File: config.mk
export PLATFORM = sky130hd
export DESIGN_NAME = fetch_unit
export DESIGN_NICKNAME = d
export VERILOG_FILES = /design/src/rtl/fetch_unit.sv
export SDC_FILE = /design/constraint.sdc
export NUM_CORES = 1
export LEC_CHECK = 0
export BUFFER_PORTS_ARGS = -buffer_cell sky130_fd_sc_hd__buf_4
export CORE_MARGIN = 10
export CORE_UTILIZATION = 50
export DETAILED_ROUTE_END_ITERATION = 8
export PLACE_DENSITY_LB_ADDON = 0.05
export SLEW_MARGIN = 5
export SYNTH_ARGS = -nofsm -noshare
export SYNTH_HDL_FRONTEND = slang
export SYNTH_SLANG_ARGS = --single-unit
File: constraint.sdc
create_clock -name clk_i -period 7.27 [get_ports clk_i]
set_input_delay 0.3635 -clock clk_i [delete_from_list [all_inputs] [get_ports clk_i]]
set_output_delay 0.3635 -clock clk_i [all_outputs]
set_load 0.02 [all_outputs]
File: src/rtl/fetch_unit.sv
// Instruction fetch stage: owns the fetch PC, issues single-outstanding imem
// requests and fills the IF/ID register, honouring redirects, stalls and flushes.
module fetch_unit #(
    parameter logic [31:0] RESET_PC  = 32'h8000_0000,
    parameter logic [31:0] NOP_INSTR = 32'h0000_0013
) (
    input  logic        clk_i,
    input  logic        reset_i,
    input  logic        stall_F_i,
    input  logic        stall_D_i,
    input  logic        flush_D_i,
    input  logic        pc_src_i,
    input  logic [31:0] pc_target_i,
    output logic        imem_req_o,
    output logic [31:0] imem_addr_o,
    input  logic        imem_gnt_i,
    input  logic        imem_rvalid_i,
    input  logic [31:0] imem_rdata_i,
    output logic [31:0] instr_D_o,
    output logic [31:0] pc_D_o,
    output logic [31:0] pc_plus4_D_o,
    output logic        valid_D_o,
    output logic        fetch_busy_o
);

    localparam int unsigned XLEN = 32;
    localparam logic [XLEN-1:0] PC_STEP = XLEN'(4);

    typedef enum logic [1:0] {
        S_REQ  = 2'd0,
        S_WAIT = 2'd1,
        S_HOLD = 2'd2
    } state_t;

    state_t          state, state_next;
    logic [XLEN-1:0] pc_f, pc_f_next;
    logic [XLEN-1:0] pc_req, pc_req_next;
    logic            kill, kill_next;
    logic [XLEN-1:0] buf_instr, buf_next;

    logic [XLEN-1:0] instr_d, instr_d_next;
    logic [XLEN-1:0] pc_d, pc_d_next;
    logic [XLEN-1:0] pc4_d, pc4_d_next;
    logic            valid_d, valid_d_next;

    logic            deliver;
    logic [XLEN-1:0] deliver_instr;
    logic [XLEN-1:0] target;

    assign target       = pc_target_i & ~XLEN'(3);
    assign imem_req_o   = (state == S_REQ) && !stall_F_i;
    assign imem_addr_o  = pc_f;
    assign fetch_busy_o = (state != S_REQ);

    assign instr_D_o    = instr_d;
    assign pc_D_o       = pc_d;
    assign pc_plus4_D_o = pc4_d;
    assign valid_D_o    = valid_d;

    // State and IF/ID register
    always_ff @(posedge clk_i or posedge reset_i) begin
        if (reset_i) begin
            state     <= S_REQ;
            pc_f      <= RESET_PC;
            pc_req    <= RESET_PC;
            kill      <= 1'b0;
            buf_instr <= '0;
            instr_d   <= NOP_INSTR;
            pc_d      <= '0;
            pc4_d     <= '0;
            valid_d   <= 1'b0;
        end else begin
            state     <= state_next;
            pc_f      <= pc_f_next;
            pc_req    <= pc_req_next;
            kill      <= kill_next;
            buf_instr <= buf_next;
            instr_d   <= instr_d_next;
            pc_d      <= pc_d_next;
            pc4_d     <= pc4_d_next;
            valid_d   <= valid_d_next;
        end
    end

    // Next-state, PC update and IF/ID load selection
    always_comb begin
        state_next    = state;
        pc_f_next     = pc_f;
        pc_req_next   = pc_req;
        kill_next     = kill;
        buf_next      = buf_instr;
        deliver       = 1'b0;
        deliver_instr = buf_instr;

        unique case (state)
            S_REQ: begin
                if (imem_req_o && imem_gnt_i) begin
                    pc_req_next = pc_f;
                    pc_f_next   = pc_src_i ? target : pc_f + PC_STEP;
                    kill_next   = pc_src_i;
                    state_next  = S_WAIT;
                end else if (pc_src_i) begin
                    pc_f_next = target;
                end
            end
            S_WAIT: begin
                if (pc_src_i) begin
                    pc_f_next = target;
                    kill_next = 1'b1;
                end
                if (imem_rvalid_i) begin
                    state_next = S_REQ;
                    // A flushed IF/ID cannot take the word, so it is dropped.
                    if (kill || pc_src_i) begin
                        kill_next = 1'b0;
                    end else if (flush_D_i) begin
                        kill_next = 1'b0;
                    end else if (stall_D_i) begin
                        buf_next   = imem_rdata_i;
                        state_next = S_HOLD;
                    end else begin
                        deliver       = 1'b1;
                        deliver_instr = imem_rdata_i;
                    end
                end
            end
            S_HOLD: begin
                if (pc_src_i) begin
                    pc_f_next  = target;
                    state_next = S_REQ;
                end else if (flush_D_i) begin
                    state_next = S_REQ;
                end else if (!stall_D_i) begin
                    deliver       = 1'b1;
                    deliver_instr = buf_instr;
                    state_next    = S_REQ;
                end
            end
            default: begin
                state_next = S_REQ;
            end
        endcase

        instr_d_next = instr_d;
        pc_d_next    = pc_d;
        pc4_d_next   = pc4_d;
        valid_d_next = valid_d;
        if (flush_D_i) begin
            instr_d_next = NOP_INSTR;
            pc_d_next    = '0;
            pc4_d_next   = '0;
            valid_d_next = 1'b0;
        end else if (stall_D_i) begin
            valid_d_next = valid_d;
        end else if (deliver) begin
            instr_d_next = deliver_instr;
            pc_d_next    = pc_req;
            pc4_d_next   = pc_req + PC_STEP;
            valid_d_next = 1'b1;
        end else begin
            instr_d_next = NOP_INSTR;
            valid_d_next = 1'b0;
        end
    end

endmodule

==> qor.txt <==
Status - complete, no violations
WS Path Type - flop to flop
Register-to-Register Setup Slack - 4.07 ns
Post-synthesis register bit count - 194
Vias per cell - 5.56
Drt wl/cell - 18.5 um
Worst Setup EP - instr_D_o[10]$_DFFE_PP0N_
Worst setup EP type - flop
Postcts setup bufs - 0
I/O Buffers - 200
RR Startpoint - state[1]$_DFFE_PP0P_
Synth async-reset ratio - 1.00
First-pass DRT Iterations - 5
Design Area, Final - 11,300 um^2
Worst-path fanout max - 91
DIE HEIGHT - 155 um
FMAX - 312 MHz
Switching Fraction - 0.332
Vias in the first global route - 7,025
GRT Overall Usage - 0.198
Yosys top cell by area - dfrtp_1
Post-synth EDFFs - 0
Residual DRC count - 0
Placed cell areas - 10,700 um^2
Core Region - 17,900 um^2
Most used DFF post-synth - dfrtp_1
Worst Setup SP - state[1]$_DFFE_PP0P_
Clk pin slew, worst setup/hold paths - 0.07 ns
R2R cell count - 7
Worst setup SP type - flop
Diode count - 0
Ys Warns - 0
Resized cells post-CTS - 0
Hold WS - 0.0876 ns
Cell Area, Synth - 9090 um^2
Critical Path RT - 7.60 ns
Fin. max-slew vios - 0
# H-tree levels - 4
Routed Antenna Nets - 0
CTS root buffer - clkbuf_16
Inserted Clock Buffers - 17
Effective utilization at floorplan - 0.508
Most frequent cell after synthesis - dfrtp_1
Post-synth cell types - 59
Detailed Route Iter0 Violations - 427
TNS Setup - 0 ns
Post-synth top area share - 0.520
# clock sinks - 194
Clk network pwr share - 0.281
Comb power frac - 0.245
Share of the clock period used by the worst path - 0.441
Pin count of the biggest net entering global routing - 121
Area grow syn2layout - 24.1%
Worst Hold Class - primary input to async pin
Drt total wl - 23,700 um
Final Hold Viols - 0
Unrepaired setup endpoints after global routing - false
Global-route wire length before repair - 38,500 um
Hold Buf Count CTS - 0
Placer Congestion - 0.874
Worst Skew - 0.0114 ns
Synth cell count leaders - dfrtp_1, nand2_1, nor2_1
Power Density - 295 nW/um^2
Antenna violations before repair - 0
Flip-flop and latch area - 4860 um^2
Setup violations, final - 0
CTS Buffer Depth - 2
MaxCap Viol Count - 0
HPWL Detailed - 16,700 um
Mapped Cells - 871
Crit path DAT - 3.53 ns
Register area share after synthesis - 0.535
R2r endpoint - instr_D_o[10]$_DFFE_PP0N_
Multi-input logic area - 3940 um^2
# rows - 49
P_int - 2.22 mW
Synth area leaders - dfrtp_1, mux2_2, nand2_1
GRT overflow - 0
Nets - 1,116
Fin crit period - 3.20 ns
Mapped Nets - 950
Clk_lat worst skew - 0.43 ns
IO Pins - 203
Worst-Margin Slew - 1.08 ns
Chip width - 155 um
Power share of the sequential group - 0.474
CTS tree - yes
Total die area - 24,000 um^2
Fill cell count - 1,530
Peak supply drop - 0.000229 V
Total number of vias - 7,108
Leak - 5.01 nW
Psw - 1.10 mW
Layout cells sized above 1 - 0.308
Relative slew slack - 0.280
Mean Syn Cell Area - 10.4 um^2
[worst max-delay path: stages (launching register included)]
cell	delay (ns)
dfrtp_1	0.41
inv_1	0.10
ha_1	0.27
a31oi_1	0.15
nor4b_2	0.22
buf_4	0.70
nand2b_1	0.81
o21ai_0	0.41
[power by group through the flow]
| stage | clock network [mW] | logic [mW] | registers, mW |
|---|---|---|---|
| after global placement | 0 | 0.804 | 1.58 |
| after floorplan | 0 | 0.541 | 1.55 |
| after detailed placement | 0 | 0.821 | 1.59 |
| after CTS | 0.954 | 0.825 | 1.57 |
| after global routing | 1.00 | 0.906 | 1.62 |
| final | 0.934 | 0.814 | 1.58 |
[cells in the final DEF (no fill, tap or decap), drive strengths merged, types with 26 or more instances in the layout]
master / instances
nor2: 66
nand3: 26
a21oi: 49
mux2i: 33
o21ai: 51
mux2: 65
buf: 208
nand2: 129
a211oi: 37
dfrtp: 189
[cell type report]
| cell class | count | area share |
|---|---|---|
| flip-flops and latches | 194 | 0.431 |
| inverters | 12 | 0.00466 |
| well taps | 229 | 0.0254 |
| repair buffers | 208 | 0.138 |
| clock inverters | 13 | 0.0132 |
| multi-input cells | 604 | 0.349 |
| clock buffers | 19 | 0.0384 |
[worst min-delay path by stage]
stage,from,endpoint,slack (ns),cells after the start
2_1_floorplan,buf_instr[29]$_DFFE_PP0P_,buf_instr[29]$_DFFE_PP0P_,0.48,1
3_3_place_gp,valid_D_o$_DFFE_PP0N_,valid_D_o$_DFFE_PP0N_,0.46,2
3_5_place_dp,instr_D_o[16]$_DFFE_PP0N_,instr_D_o[16]$_DFFE_PP0N_,0.47,2
4_1_cts,reset_i,instr_D_o[12]$_DFFE_PP0N_,0.13,2
5_1_grt,imem_rdata_i[17],buf_instr[17]$_DFFE_PP0P_,0.15,2
6_report,reset_i,instr_D_o[18]$_DFFE_PP0N_,0.09,2
[stage by stage]
step | std cells | utilization | setup slack [ns] | power [mW]
6_report | 1279 | 0.630 | 4.07 | 3.32
5_1_grt | 1279 | 0.630 | 3.59 | 3.52
4_1_cts | 1279 | 0.630 | 4.00 | 3.35
3_5_place_dp | 1247 | 0.598 | 4.03 | 2.41
3_3_place_gp | 1247 | 0.598 | 4.10 | 2.39
2_1_floorplan | 871 | - | 1.63 | 2.09
[kinds of logic after synthesis]
| group | share of synthesized area |
|---|---|
| AOI/OAI and AO/OA | 0.118 |
| xor gates and xnor gates | 0.0270 |
| adders and majority gates | 0.00963 |
| buffers and inverters | 0.0341 |
| DFF | 0.535 |
| muxes | 0.117 |
| and+or+nand+nor | 0.159 |
[state kept, by name, indices dropped and copies added (netlist names)]
| register | cells |
|---|---|
| kill | 1 |
| pc_plus4_D_o | 30 |
| pc_req | 32 |
| buf_instr | 32 |
| pc_D_o | 32 |
| instr_D_o | 32 |
| state | 2 |
| valid_D_o | 1 |
| imem_addr_o | 32 |
[routing by layer]
| metal | track usage | vias up | routed length (um) |
|---|---|---|---|
| li1 | - | 3438 | - |
| met1 | 0.289 | 3410 | 11400 |
| met2 | 0.275 | 235 | 10200 |
| met3 | 0.0620 | 25 | 1740 |
| met4 | 0.0571 | 0 | 394 |
| met5 | 0 | - | 0 |
Power figures use the tool's default switching activity.
